$ cat config.mk
export PLATFORM = sky130hd
export DESIGN_NAME = uart_px_core
export DESIGN_NICKNAME = d
export VERILOG_FILES = /design/src/rtl/uart_px_pkg.sv /design/src/rtl/uart_px_baud.sv /design/src/rtl/uart_px_core.sv
export SDC_FILE = /design/constraint.sdc
export NUM_CORES = 1
export LEC_CHECK = 0
export CAP_MARGIN = 25
export CORE_ASPECT_RATIO = 0.8
export CORE_MARGIN = 2
export CORE_UTILIZATION = 40
export CTS_CLUSTER_SIZE = 40
export DETAILED_ROUTE_END_ITERATION = 12
export PLACE_DENSITY = 0.58
export SLEW_MARGIN = 10
export SYNTH_ARGS = -nofsm -noshare
export SYNTH_HDL_FRONTEND = slang
export SYNTH_SLANG_ARGS = --single-unit
$ cat constraint.sdc
create_clock -name sys_clk -period 2.5 [get_ports sys_clk]
set_input_delay 0.375 -clock sys_clk [delete_from_list [all_inputs] [get_ports sys_clk]]
set_output_delay 0.375 -clock sys_clk [all_outputs]
set_load 0.02 [all_outputs]
$ cat src/rtl/uart_px_pkg.sv
// Shared types and constants for the uart_px core: FSM state encoding,
// rx_err bit positions and the legal parameter ranges.
package uart_px_pkg;

  typedef enum logic [2:0] {
    ST_IDLE   = 3'd0,
    ST_START  = 3'd1,
    ST_DATA   = 3'd2,
    ST_PARITY = 3'd3,
    ST_STOP   = 3'd4
  } uart_state_e;

  localparam int unsigned ERR_W       = 3;
  localparam int unsigned ERR_FRAME   = 0;
  localparam int unsigned ERR_PARITY  = 1;
  localparam int unsigned ERR_OVERRUN = 2;

  localparam int unsigned DATA_W_MIN = 5;
  localparam int unsigned DATA_W_MAX = 9;
  localparam int unsigned OVS_MIN    = 8;
  localparam int unsigned OVS_MAX    = 16;

endpackage

$ cat src/rtl/uart_px_baud.sv
// Oversample tick generator: one-clock pulse every baud_div+1 clocks.
// A new baud_div is only picked up when the down-counter reloads.
module uart_px_baud #(
  parameter int unsigned DIV_W = 16
) (
  input  logic             sys_clk,
  input  logic             sys_rst_l,
  input  logic [DIV_W-1:0] baud_div,
  output logic             tick
);

  logic [DIV_W-1:0] cnt_q;

  assign tick = (cnt_q == '0);

  always_ff @(posedge sys_clk or negedge sys_rst_l) begin
    if (!sys_rst_l) begin
      cnt_q <= '0;
    end else if (tick) begin
      cnt_q <= baud_div;
    end else begin
      cnt_q <= cnt_q - 1'b1;
    end
  end

endmodule

$ cat src/rtl/uart_px_core.sv
// Oversampled UART TX/RX core with valid/ready byte interfaces.
// Define UART_PX_PARITY_EN to add the parity_odd input and a parity bit per frame.
module uart_px_core
  import uart_px_pkg::*;
#(
  parameter int unsigned DATA_W = 8,
  parameter int unsigned OVS    = 16,
  parameter int unsigned DIV_W  = 16
) (
  input  logic              sys_clk,
  input  logic              sys_rst_l,
  input  logic [DIV_W-1:0]  baud_div,
  input  logic              stop2,
`ifdef UART_PX_PARITY_EN
  input  logic              parity_odd,
`endif
  input  logic              tx_valid,
  input  logic [DATA_W-1:0] tx_data,
  output logic              tx_ready,
  output logic              uart_txd,
  input  logic              uart_rxd,
  output logic [DATA_W-1:0] rx_data,
  output logic              rx_valid,
  input  logic              rx_ready,
  output logic [ERR_W-1:0]  rx_err
);

  localparam int unsigned CNT_W = $clog2(OVS);
  localparam int unsigned BIT_W = $clog2(DATA_W);
  localparam logic [CNT_W-1:0] TICK_LAST = CNT_W'(OVS - 1);
  localparam logic [CNT_W-1:0] TICK_MID  = CNT_W'(OVS / 2 - 1);
  localparam logic [BIT_W-1:0] BIT_LAST  = BIT_W'(DATA_W - 1);

`ifdef UART_PX_PARITY_EN
  localparam uart_state_e AFTER_DATA = ST_PARITY;
`else
  localparam uart_state_e AFTER_DATA = ST_STOP;
`endif

  logic tick;

  uart_px_baud #(.DIV_W(DIV_W)) u_baud (
    .sys_clk   (sys_clk),
    .sys_rst_l (sys_rst_l),
    .baud_div  (baud_div),
    .tick      (tick)
  );

  // ---------------------------------------------------------------- TX
  uart_state_e       tx_state_q, tx_state_d;
  logic [CNT_W-1:0]  tx_tick_q;
  logic [BIT_W-1:0]  tx_bit_q;
  logic [DATA_W-1:0] tx_shift_q;
  logic              tx_armed_q, tx_stop2_q, tx_second_q, txd_q, run_q;
  logic              tx_fire, tx_bit_end, tx_tail_bit;

`ifdef UART_PX_PARITY_EN
  logic tx_par_q;
  assign tx_tail_bit = tx_par_q;
`else
  assign tx_tail_bit = 1'b1;
`endif

  assign tx_ready   = run_q && (tx_state_q == ST_IDLE);
  assign tx_fire    = tx_valid && tx_ready;
  assign tx_bit_end = tick && tx_armed_q && (tx_tick_q == TICK_LAST);
  assign uart_txd   = txd_q;

  always_ff @(posedge sys_clk or negedge sys_rst_l) begin
    if (!sys_rst_l) begin
      tx_state_q <= ST_IDLE;
    end else begin
      tx_state_q <= tx_state_d;
    end
  end

  always_comb begin
    tx_state_d = tx_state_q;
    case (tx_state_q)
      ST_IDLE:   if (tx_fire) tx_state_d = ST_START;
      ST_START:  if (tx_bit_end) tx_state_d = ST_DATA;
      ST_DATA:   if (tx_bit_end && (tx_bit_q == BIT_LAST)) tx_state_d = AFTER_DATA;
      ST_PARITY: if (tx_bit_end) tx_state_d = ST_STOP;
      ST_STOP:   if (tx_bit_end && (tx_second_q || !tx_stop2_q)) tx_state_d = ST_IDLE;
      default:   tx_state_d = ST_IDLE;
    endcase
  end

  // START waits unarmed for the first tick so every cell is exactly OVS ticks long.
  always_ff @(posedge sys_clk or negedge sys_rst_l) begin
    if (!sys_rst_l) begin
      run_q       <= 1'b0;
      txd_q       <= 1'b1;
      tx_armed_q  <= 1'b0;
      tx_tick_q   <= '0;
      tx_bit_q    <= '0;
      tx_shift_q  <= '0;
      tx_stop2_q  <= 1'b0;
      tx_second_q <= 1'b0;
`ifdef UART_PX_PARITY_EN
      tx_par_q    <= 1'b0;
`endif
    end else begin
      run_q <= 1'b1;
      if (tx_state_q == ST_IDLE) begin
        txd_q      <= 1'b1;
        tx_armed_q <= 1'b0;
        tx_tick_q  <= '0;
        if (tx_fire) begin
          tx_shift_q  <= tx_data;
          tx_stop2_q  <= stop2;
          tx_bit_q    <= '0;
          tx_second_q <= 1'b0;
`ifdef UART_PX_PARITY_EN
          tx_par_q    <= (^tx_data) ^ parity_odd;
`endif
        end
      end else if (tick) begin
        if (!tx_armed_q) begin
          tx_armed_q <= 1'b1;
          txd_q      <= 1'b0;
        end else if (tx_tick_q != TICK_LAST) begin
          tx_tick_q <= tx_tick_q + 1'b1;
        end else begin
          tx_tick_q <= '0;
          case (tx_state_q)
            ST_START: txd_q <= tx_shift_q[0];
            ST_DATA: begin
              if (tx_bit_q == BIT_LAST) begin
                txd_q <= tx_tail_bit;
              end else begin
                txd_q      <= tx_shift_q[1];
                tx_shift_q <= tx_shift_q >> 1;
                tx_bit_q   <= tx_bit_q + 1'b1;
              end
            end
            ST_PARITY: txd_q <= 1'b1;
            ST_STOP: begin
              txd_q       <= 1'b1;
              tx_second_q <= 1'b1;
            end
            default: txd_q <= 1'b1;
          endcase
        end
      end
    end
  end

  // ---------------------------------------------------------------- RX
  uart_state_e       rx_state_q, rx_state_d;
  logic [CNT_W-1:0]  rx_tick_q;
  logic [BIT_W-1:0]  rx_bit_q;
  logic [DATA_W-1:0] rx_shift_q;
  logic              rxd_meta_q, rxd_sync_q, rxd_prev_q, rx_wait_high_q;
  logic              rx_fall, rx_mid, rx_end, rx_stop_sample, rx_load, rx_valid_d;
  logic [ERR_W-1:0]  rx_err_d;

`ifdef UART_PX_PARITY_EN
  logic rx_par_err_q;
`endif

  assign rx_fall        = rxd_prev_q && !rxd_sync_q;
  assign rx_mid         = tick && (rx_tick_q == TICK_MID);
  assign rx_end         = tick && (rx_tick_q == TICK_LAST);
  assign rx_stop_sample = (rx_state_q == ST_STOP) && !rx_wait_high_q && rx_mid;

  always_ff @(posedge sys_clk or negedge sys_rst_l) begin
    if (!sys_rst_l) begin
      rx_state_q <= ST_IDLE;
    end else begin
      rx_state_q <= rx_state_d;
    end
  end

  always_comb begin
    rx_state_d = rx_state_q;
    case (rx_state_q)
      ST_IDLE: if (rx_fall) rx_state_d = ST_START;
      ST_START: begin
        if (rx_mid && rxd_sync_q) rx_state_d = ST_IDLE;
        else if (rx_end) rx_state_d = ST_DATA;
      end
      ST_DATA:   if (rx_end && (rx_bit_q == BIT_LAST)) rx_state_d = AFTER_DATA;
      ST_PARITY: if (rx_end) rx_state_d = ST_STOP;
      ST_STOP: begin
        if (rx_wait_high_q) begin
          if (rxd_sync_q) rx_state_d = ST_IDLE;
        end else if (rx_mid && rxd_sync_q) begin
          rx_state_d = ST_IDLE;
        end
      end
      default: rx_state_d = ST_IDLE;
    endcase
  end

  // A handshake in the same cycle as a stop sample frees the buffer for the new frame.
  always_comb begin
    rx_valid_d = rx_valid;
    rx_err_d   = rx_err;
    rx_load    = 1'b0;
    if (rx_valid && rx_ready) begin
      rx_valid_d = 1'b0;
      rx_err_d   = '0;
    end
    if (rx_stop_sample) begin
      if (rx_valid_d) begin
        rx_err_d[ERR_OVERRUN] = 1'b1;
      end else begin
        rx_valid_d = 1'b1;
        rx_load    = 1'b1;
      end
      if (!rxd_sync_q) rx_err_d[ERR_FRAME] = 1'b1;
`ifdef UART_PX_PARITY_EN
      if (rx_par_err_q) rx_err_d[ERR_PARITY] = 1'b1;
`endif
    end
  end

  always_ff @(posedge sys_clk or negedge sys_rst_l) begin
    if (!sys_rst_l) begin
      rxd_meta_q     <= 1'b1;
      rxd_sync_q     <= 1'b1;
      rxd_prev_q     <= 1'b1;
      rx_tick_q      <= '0;
      rx_bit_q       <= '0;
      rx_shift_q     <= '0;
      rx_wait_high_q <= 1'b0;
      rx_data        <= '0;
      rx_valid       <= 1'b0;
      rx_err         <= '0;
`ifdef UART_PX_PARITY_EN
      rx_par_err_q   <= 1'b0;
`endif
    end else begin
      rxd_meta_q <= uart_rxd;
      rxd_sync_q <= rxd_meta_q;
      rxd_prev_q <= rxd_sync_q;
      rx_valid   <= rx_valid_d;
      rx_err     <= rx_err_d;
      if (rx_load) rx_data <= rx_shift_q;
      if (rx_state_q == ST_IDLE) begin
        rx_tick_q      <= '0;
        rx_bit_q       <= '0;
        rx_wait_high_q <= 1'b0;
`ifdef UART_PX_PARITY_EN
        rx_par_err_q   <= 1'b0;
`endif
      end else if (tick) begin
        rx_tick_q <= (rx_tick_q == TICK_LAST) ? '0 : rx_tick_q + 1'b1;
        if (rx_end && (rx_state_q == ST_DATA)) rx_bit_q <= rx_bit_q + 1'b1;
        if (rx_mid) begin
          case (rx_state_q)
            ST_DATA: rx_shift_q <= {rxd_sync_q, rx_shift_q[DATA_W-1:1]};
`ifdef UART_PX_PARITY_EN
            ST_PARITY: rx_par_err_q <= rxd_sync_q != ((^rx_shift_q) ^ parity_odd);
`endif
            ST_STOP: if (!rxd_sync_q) rx_wait_high_q <= 1'b1;
            default: ;
          endcase
        end
      end
    end
  end

endmodule
==> results.md, run 1 <==
* Multi-input logic area at 1600 µm²
* Most common cell in the netlist: dfrtp_1
* Core Area at 8520 µm²
* Syn-to-layout area delta at 22.4%
* Layout Cells excl Fill at 504
* First-pass GRT wire length at 12500 µm
* Initial core utilization at 41.3%
* Mean Syn Cell Area at 10.5 µm²
* CTS hold repair buffers at 0
* Max VDD drop at between 0.2 and 0.3 mV
* Total grt overflow at 0
* Number of flops mapped to enable cells by yosys at 0
* Dominant cell type by area after synthesis: dfrtp_1
* Largest net degree at the start of global routing at 73
* # resized after CTS at 0
* Hold WC Path Type: input port to asynchronous set/reset pin
* Worst-path cell chain: or4_1, or3_1, or4b_1, nand3_1
* Crit path max fanout at 8
* WP data required at between 2 and 3 ns
* FF+latch count, synth at 72
* Switching portion of total power at 27.1%
* Final setup fails at 0
* NumNets Final at 424
* Measured slew at the worst slew-check pin at 0.542 ns
* CP arrival at 2.60 ns
* Setup_tns at 0 ns
* Crit-path leading delay family: simple AND/OR/NAND/NOR gates
* Cell area after synthesis at roughly 3500 µm²
* Synth warn at 0
* Number of diodes at 0
* Pleak at 1.80 nW
* CTS tree: done
* FMAX at between 0.4 and 0.5 GHz
* Slew Viols, Final at 0
* Gate Count Post-Synth at 336
* Routed vias/inst at ~5.3
* Pre-antenna DRT Iters at 5
* Die height at 87.9 µm
* 1st-iter DRT viols at 101
* Startpoint Class: register
* Layout Skew at 0.0136 ns
* Post-DP HPWL at 5140 µm
* Power per Cell Area at 555 nW/µm²
* Status: finished clean
* R2R depth at 4
* Clk sinks at 72
* Power Internal at approximately 1.7 mW
* R2r endpoint: u_baud.cnt_q[11]
* Logic pwr share at 11.4%
* Yosys cell types at 50
* Vias in the first global route at between 2k and 3k
* Crit. End Element: register
* Clock insertion delay at the later pin of the skew report at 0.35 ns
* Max clock buf depth at 2
* Clk pwr share at 32.8%
* Async set-reset flop share out of synthesis at 100%
* Critical-path cell with the highest stage delay: or4_1
* Wire per inst at 14.5 µm
* Tcrit/Tclk final at 93.1%
* Routed vias at approximately 2.7k
* Seq pwr share at 55.8%
* Classification of the worst setup path: register to register
* Die ar. at 9560 µm²
* Gpl congestion at between 0.7 and 0.8
* Clk root buf: clkbuf_8
* Buffers added on ports at 42
* I/O pins at 44
* CTS Buf Count at 9
* Worst path max stage delay at 0.70 ns
* RSZ-0062 raised after global routing: false
* R2r startpoint: u_baud.cnt_q[5]
* Global Route Usage Sum at 17.1%
* Layout cell share with drive strength beyond 1 at around a fifth
* Routed Antenna Nets at 0
* Post-CTS Setup Inserts at 0
* H-Tree Depth at 3
* Most frequent cells after synthesis: dfrtp_1, mux2_2, nand2_1
* Bufs and invs on worst path at 0
* Final WL at about 7300 µm
* Worst-path clk slew at 0.08 ns
* Die W at 109 µm
* Final hold violation count at 0
* Dpl cells at 488
* Fillcell total at 790
* R2r setup slk at 0.17 ns
* Post-Syn Nets at 373
* Synth area leaders: dfrtp_1, mux2_2, dfstp_2, nand2_1, o21ai_0
* Top-area cell type share of the netlist area at 48.4%
* Initial antenna violation count at 0
* DRC viols at 0
* Maxcap violations at 0
* Seq/Total Area, Yosys at a little over 50%
* Row Count at 30
* Most used DFF post-synth: dfrtp_1
* Max-Slew Margin vs Limit at 63.6%
* P_sw at between 600 and 700 µW
* Fin crit period at 2.33 ns
* FF/Latch Area at between 1500 and 2000 µm²
==> power by group through the flow <==
| stage | clock network (mW) | logic [mW] | registers (mW) |
|---|---|---|---|
| after floorplan | 0 | 0.156 | 1.34 |
| after global placement | 0 | 0.274 | 1.35 |
| after detailed placement | 0 | 0.277 | 1.35 |
| after CTS | 0.826 | 0.278 | 1.33 |
| after global routing | 0.866 | 0.307 | 1.35 |
| final | 0.782 | 0.273 | 1.33 |
==> worst max-delay path by stage <==
stage,cells after the start,slack [ns],startpoint,end
final,4,0.17,u_baud.cnt_q[5],u_baud.cnt_q[11]
after global routing,6,0.03,u_baud.cnt_q[0],tx_bit_q[2]
after CTS,4,0.17,u_baud.cnt_q[5],u_baud.cnt_q[11]
after detailed placement,4,0.20,u_baud.cnt_q[5],u_baud.cnt_q[11]
after global placement,6,0.22,u_baud.cnt_q[0],tx_bit_q[2]
after floorplan,7,0.28,u_baud.cnt_q[0],rx_data[0]
==> cells by family (layout without fill, tap and decap cells) <==
kind of cell | after synthesis | after routing | share of synthesized area [%]
and+or+nand+nor | 126 | 126 | 20.0
DFF | 72 | 72 | 51.4
AOI/OAI and AO/OA | 65 | 65 | 11.6
muxes | 30 | 30 | 9.61
buffers and inverters | 28 | 84 | 3.24
adders and majority gates | 7 | 7 | 2.49
xor gates and xnor gates | 6 | 6 | 1.49
other | 2 | 2 | 0.214
==> registers in the layout (all words and copies together), names as in the netlist, 2 cells and up <==
register      count
rx_tick_q         4
rx_err            2
tx_shift_q        8
rx_state_q        3
tx_tick_q         4
u_baud.cnt_q     16
rx_shift_q        8
tx_bit_q          3
rx_data           8
rx_bit_q          3
tx_state_q        3
==> cell type report <==
cell class	instances	share of cell area (%)
Sequential cell	72	42.0
Timing Repair Buffer	56	12.7
Clock inverter	6	0.872
Inverter	12	1.05
Tap cell	112	3.26
Clock buffer	10	2.97
Multi-Input combinational cell	236	37.2
==> metal layers <==
layer | vias to the layer above | GRT usage, % | part of all wire [%]
met5 | - | 0 | 0
met4 | 0 | 5.94 | 0.47
met3 | 4 | 4.91 | 4.2
met2 | 43 | 25.6 | 46
met1 | 1312 | 23.8 | 50
li1 | 1326 | - | -
==> placed cells by master (no fill, tap or decap), types with 3 or more instances in the layout <==
cell type         n
and3_1            3
a21oi_1          18
xnor2_1           5
nor3_1           13
nor2_1           22
inv_1            12
dfstp_2           4
nand4_1           4
o31ai_1           6
o21ai_0          19
dfrtp_1          68
a31oi_1           3
and2_1            3
nor2b_1           4
or3_1             9
ha_1              7
mux2_2           30
clkinvlp_4        3
or4_1             6
buf_4            12
clkdlybuf4s50_1  41
a311o_1           3
nor4b_1           3
nor4_1            4
o2bb2ai_1         3
clkinv_2          3
nand2_1          26
or4b_2            3
nand3_1          13
clkbuf_8          9
==> stage by stage <==
stage	total power [mW]	worst slack (ns)	util (%)	cell area, µm²	hold WS [ns]
after floorplan	1.50	0.284	-	3520	0.0794
after global placement	1.62	0.220	48.6	4140	0.347
after detailed placement	1.63	0.198	48.6	4140	0.347
after CTS	2.44	0.172	50.5	4300	0.0428
after global routing	2.52	0.0348	50.5	4300	0.0530
final	2.39	0.172	50.5	4300	0.0323
Note: power is estimated with default switching activity, not from simulation.
==> inputs of run 2 (changes only) <==
CORE_MARGIN = 4   (was 2)
==> run 2 against run 1 <==
  * Sequential power barely moved
  * First-iteration DRC count grew 23%
  * Worst setup slack lost 0.0021 ns
  * Clock-buffer cell count decreased by 1
  * Sequential cell count unchanged
  * Sequential share of layout area shrank 1.1 points
  * Register-to-register slack hardly changed
  * Global-route usage is 1.5 points lower
  * Wire length increased by 0.21%
  * Largest power group unchanged
  * Highest routed layer unchanged
==> results.md, run 2 (synthesis results as in run 1) <==
* WP data required at 2.79 ns
* Max VDD drop at 0.334 mV
* Buffers added on ports at 42
* Layout Skew at around 0.011 ns
* Die ar. at 10400 µm²
* Tcrit/Tclk final at 93.2%
* Power per Cell Area at 641 nW/µm²
* CTS tree: done
* Total grt overflow at 0
* Switching portion of total power at 24.0%
* Bufs and invs on worst path at 0
* Crit path max fanout at 8
* Maxcap violations at 0
* Layout cell share with drive strength beyond 1 at between 10% and 20%
* Final WL at ~7300 µm
* Largest net degree at the start of global routing at 40
* Post-CTS Setup Inserts at 0
* Critical path depth in cells at 4
* Seq pwr share at 47.3%
* Slew Viols, Final at 0
* Critical-path cell with the highest stage delay: or4_1
* Pleak at 1.86 nW
* Setup_tns at 0 ns
* Startpoint Class: register
* Post-DP HPWL at 5240 µm
* Measured slew at the worst slew-check pin at between 0.5 and 0.6 ns
* Die W at 113 µm
* Global Route Usage Sum at 15.6%
* R2R depth at 4
* Hold WC Path Type: register to register
* Worst path max stage delay at 0.70 ns
* Initial antenna violation count at 0
* Syn-to-layout area delta at 25.8%
* First-pass GRT wire length at roughly 13000 µm
* Wire per inst at 14.5 µm
* FMAX at 0.429 GHz
* Commonest non-fill, non-tap cell in the layout: dfrtp_1
* Commonest cells after routing, fill and taps aside: dfrtp_1, clkdlybuf4s50_1, mux2_2
* CP arrival at between 2 and 3 ns
* Fillcell total at 799
* Hold path cells at 0
* Power Internal at about 2.2 mW
* 1st-iter DRT viols at 124
* Vias in the first global route at about 2.7k
* Crit-path leading delay family: simple AND/OR/NAND/NOR gates
* Final setup fails at 0
* Final Instance Area at 4420 µm²
* RSZ-0062 raised after global routing: false
* Dpl cells at 489
* Pre-CTS setup slack at 0.181 ns
* DP Area at 4150 µm²
* Logic pwr share at 9.7%
* Status: finished clean
* Largest reg by FF count: u_baud.cnt_q
* Fin crit period at 2.33 ns
* Routed Antenna Nets at 0
* CTS Buf Count at 9
* Clk root buf: clkbuf_8
* Crit. End Element: register
* Core Area at 8520 µm²
* Clk pwr share at 43.0%
* Layout Cells excl Fill at 506
* DRC viols at 0
* Clock insertion delay at the later pin of the skew report at roughly 0.36 ns
* Routed vias/inst at 5.33
* P_sw at 680 µW
* Pre-antenna DRT Iters at 4
* Gpl congestion at around 0.77
* Max reg flops at 16
* Row Count at 30
* Number of diodes at 0
* Routed vias at 2695
* Tot Pwr at ~2.8 mW
* I/O pins at 44
* Final hold violation count at 0
* Initial core utilization at 41.3%
* Clk sinks at 72
* Die height at 91.9 µm
* Setup WS post-layout at 0.170 ns
* Max clock buf depth at 2
* H-Tree Depth at 3
* NumNets Final at between 400 and 500
* Worst-path cell chain: or4_1, or3_1, or4b_1, nand3_1
* Max-Slew Margin vs Limit at 60.8%
* Classification of the worst setup path: register to register
* Worst-path clk slew at roughly 0.080 ns
## run 2: changes by cell type in the layout (fill, tap and decap cells not counted), sizes merged
cell	delta
inv	+1
clkinvlp	-3
buf	+1
bufinv	+4
dlygate4sd3	+1
clkbuf	-1
clkinv	-1
## run 2: power by group through the flow
stage	logic [mW]	registers (mW)	clock network, mW
5_1_grt	0.316	1.36	1.31
4_1_cts	0.280	1.34	1.25
3_5_place_dp	0.277	1.36	0
3_3_place_gp	0.272	1.35	0
2_1_floorplan	0.156	1.34	0
6_report	0.273	1.34	1.22
## run 2: per-stage QoR
step	hold WS [ns]	utilization (%)
after floorplan	0.0794	-
after global placement	0.348	48.6
after detailed placement	0.349	48.6
after CTS	0.360	51.9
after global routing	0.371	51.9
final	0.360	51.9
## run 2: routing by layer
layer,GRT usage [%],routed length (µm),vias up
met5,0,0,-
met4,3.40,65,0
met3,6.13,425,4
met2,22.8,3200,62
met1,22.0,3630,1296
li1,-,-,1333
## run 2: cell type report
class / count / area (µm²) / area share [%]
Clock buffer: 9 / 124 / 2.80
Clock inverter: 7 / 143 / 3.23
Inverter: 12 / 45.0 / 1.02
Multi-Input combinational cell: 236 / 1600 / 36.2
Sequential cell: 72 / 1810 / 40.9
Tap cell: 112 / 140 / 3.17
Timing Repair Buffer: 58 / 563 / 12.7
## run 2: worst paths after layout
check / startpoint / end / slack (ns)
hold reg to reg: rxd_meta_q / rxd_sync_q / 0.36
max in group asynchronous: sys_rst_l / u_baud.cnt_q[12] / 1.39
setup / recovery: u_baud.cnt_q[4] / u_baud.cnt_q[11] / 0.17
min in group asynchronous: sys_rst_l / tx_shift_q[3] / 0.52
hold / removal: rxd_meta_q / rxd_sync_q / 0.36
setup reg to reg: u_baud.cnt_q[4] / u_baud.cnt_q[11] / 0.17
## run 2: timing repair
item / 4_1_cts / 5_1_grt
endpoints found under the setup margin: 0 / 0
resized for setup: 0 / 0
hold endpoints to repair: 16 / 0
hold buffers: 1 / 0
## run 2: worst register-to-register path, cell delays in order, from the launching register on
cell     delay (ns)
dfrtp_1        0.45
or4_1          0.70
or3_1          0.54
or4b_1         0.50
nand3_1        0.08
==> inputs of run 3 (changes only) <==
SETUP_SLACK_MARGIN = 0.2   (was default)
==> run 3 against run 2 <==
  * First-iteration DRC count grew 30%
  * Clock-buffer cell count is the same
  * Highest routed layer unchanged
  * Sequential share of layout area is 1.4 points lower
  * Fmax rose by 2.8%
  * Clock power about the same
  * Sequential power about the same
  * Clock skew fell by 0.00069 ns
  * Worst setup slack improved by 0.064 ns
  * Core utilization increased by 1.9 points
  * Final cell count up 1.6%
==> results.md, run 3 (synthesis results as in run 1) <==
* 1st-iter DRT viols at 161
* Pleak at 1.96 nW
* Gpl congestion at 0.770
* Final hold violation count at 0
* Max VDD drop at about 0.33 mV
* Clock insertion delay at the later pin of the skew report at 0.36 ns
* Largest net degree at the start of global routing at 40
* Clk sinks at 72
* Logic pwr share at 10.3%
* First-pass GRT wire length at 12900 µm
* Clk pwr share at 42.6%
* Final setup fails at 0
* Tot Pwr at 2.87 mW
* Row Count at 30
* Measured slew at the worst slew-check pin at 0.622 ns
* Max reg flops at 16
* CTS Buf Count at 9
* FMAX at about 0.44 GHz
* WP data required at roughly 2.7 ns
* Hold WC Path Type: register to register
* Initial antenna violation count at 0
* CP arrival at 2.50 ns
* CTS tree: done
* Layout cell share with drive strength beyond 1 at 22.9%
* Core Area at 8520 µm²
* Setup WS post-layout at roughly 0.23 ns
* Routed vias at 2736
* I/O pins at 44
* Crit path max fanout at 6
* Power Internal at 2.17 mW
* Pre-CTS setup slack at 0.181 ns
* Final Instance Area at 4580 µm²
* Global Route Usage Sum at ~16%
* Post-DP HPWL at 5240 µm
* Layout Skew at 0.00994 ns
* Switching portion of total power at about 24%
* Crit. End Element: register
* Pre-antenna DRT Iters at 5
* Routed Antenna Nets at 0
* Final core occ at 53.7%
* Hold_ws at 0.361 ns
* Fin crit period at 2.27 ns
* Initial core utilization at 41.3%
* Status: finished clean
* Classification of the worst setup path: register to register
* DRC viols at 0
* Setup_tns at 0 ns
* Max clock buf depth at 2
* Layout Cells excl Fill at 514
* Dpl cells at 489
* Syn-to-layout area delta at 30.2%
* Power per Cell Area at 626 nW/µm²
* Clk root buf: clkbuf_8
* Max-Slew Margin vs Limit at 58.2%
* Total grt overflow at 0
* Number of diodes at 0
* DP Area at 4150 µm²
* Worst-path clk slew at 0.08 ns
* Largest reg by FF count: u_baud.cnt_q
* Commonest non-fill, non-tap cell in the layout: dfrtp_1
* Tcrit/Tclk final at 90.6%
* Final WL at 7670 µm
* Die ar. at 10400 µm²
* Die height at around 92 µm
* Startpoint Class: register
* RSZ-0062 raised after global routing: false
* NumNets Final at 434
* Commonest cells after routing, fill and taps aside: dfrtp_1, clkdlybuf4s50_1, mux2_2
* Slew Viols, Final at 0
* Wire per inst at 14.9 µm
* Vias in the first global route at 2659
* Seq pwr share at a little under half
* H-Tree Depth at 3
* Maxcap violations at 0
* Routed vias/inst at between 5 and 6
* Buffers added on ports at 42
* Die W at 113 µm
* P_sw at ~700 µW
-- run 3: worst paths after layout --
kind	to	cells past startpoint	start	slack, ns
max reg2reg	rx_bit_q[0]	8	u_baud.cnt_q[1]	0.23
min reg2reg	rxd_sync_q	0	rxd_meta_q	0.36
min	rxd_sync_q	0	rxd_meta_q	0.36
min in group asynchronous	tx_shift_q[6]	2	sys_rst_l	0.52
max in group asynchronous	u_baud.cnt_q[12]	3	sys_rst_l	1.39
max	rx_bit_q[0]	8	u_baud.cnt_q[1]	0.23
-- run 3: power groups by stage --
stage	Sequential (mW)	Combinational, mW	Clock, mW
after floorplan	1.34	0.156	0
after global placement	1.35	0.272	0
after detailed placement	1.36	0.277	0
after CTS	1.34	0.282	1.25
after global routing	1.37	0.337	1.31
final	1.35	0.294	1.22
-- run 3: critical path, stage by stage, from the launching register on --
cell and delay [ns]:
dfrtp_1 0.40, inv_1 0.09, ha_4 0.14, or4b_4 0.51
nor4_4 0.34, buf_4 0.18, buf_12 0.11, a211oi_1 0.06
a311o_1 0.31
-- run 3: final cells by class --
cell class,instances,area (µm²)
clock buffers,9,124
clock inverters,7,143
inverters,12,45.0
flip-flops and latches,72,1810
multi-input cells,236,1660
fillers,789,3940
well taps,112,140
repair buffers,66,661
-- run 3: layer usage --
layer	share of wire (%)	vias up	wire length, µm	track usage, %
met3	5.7	5	435	6.13
met1	50	1321	3800	22.0
met2	44	64	3370	22.7
li1	-	1346	-	-
met5	0	-	0	0
met4	0.89	0	68	3.40
-- run 3: what timing repair did --
action | 4_1_cts | 5_1_grt
endpoints found under the hold margin | 16 | 0
pin swaps | 1 | 2
buffers inserted | 0 | 6
gates cloned | 0 | 2
setup endpoints to repair | 20 | 28
gates resized for setup | 2 | 11
hold buffers | 1 | 0
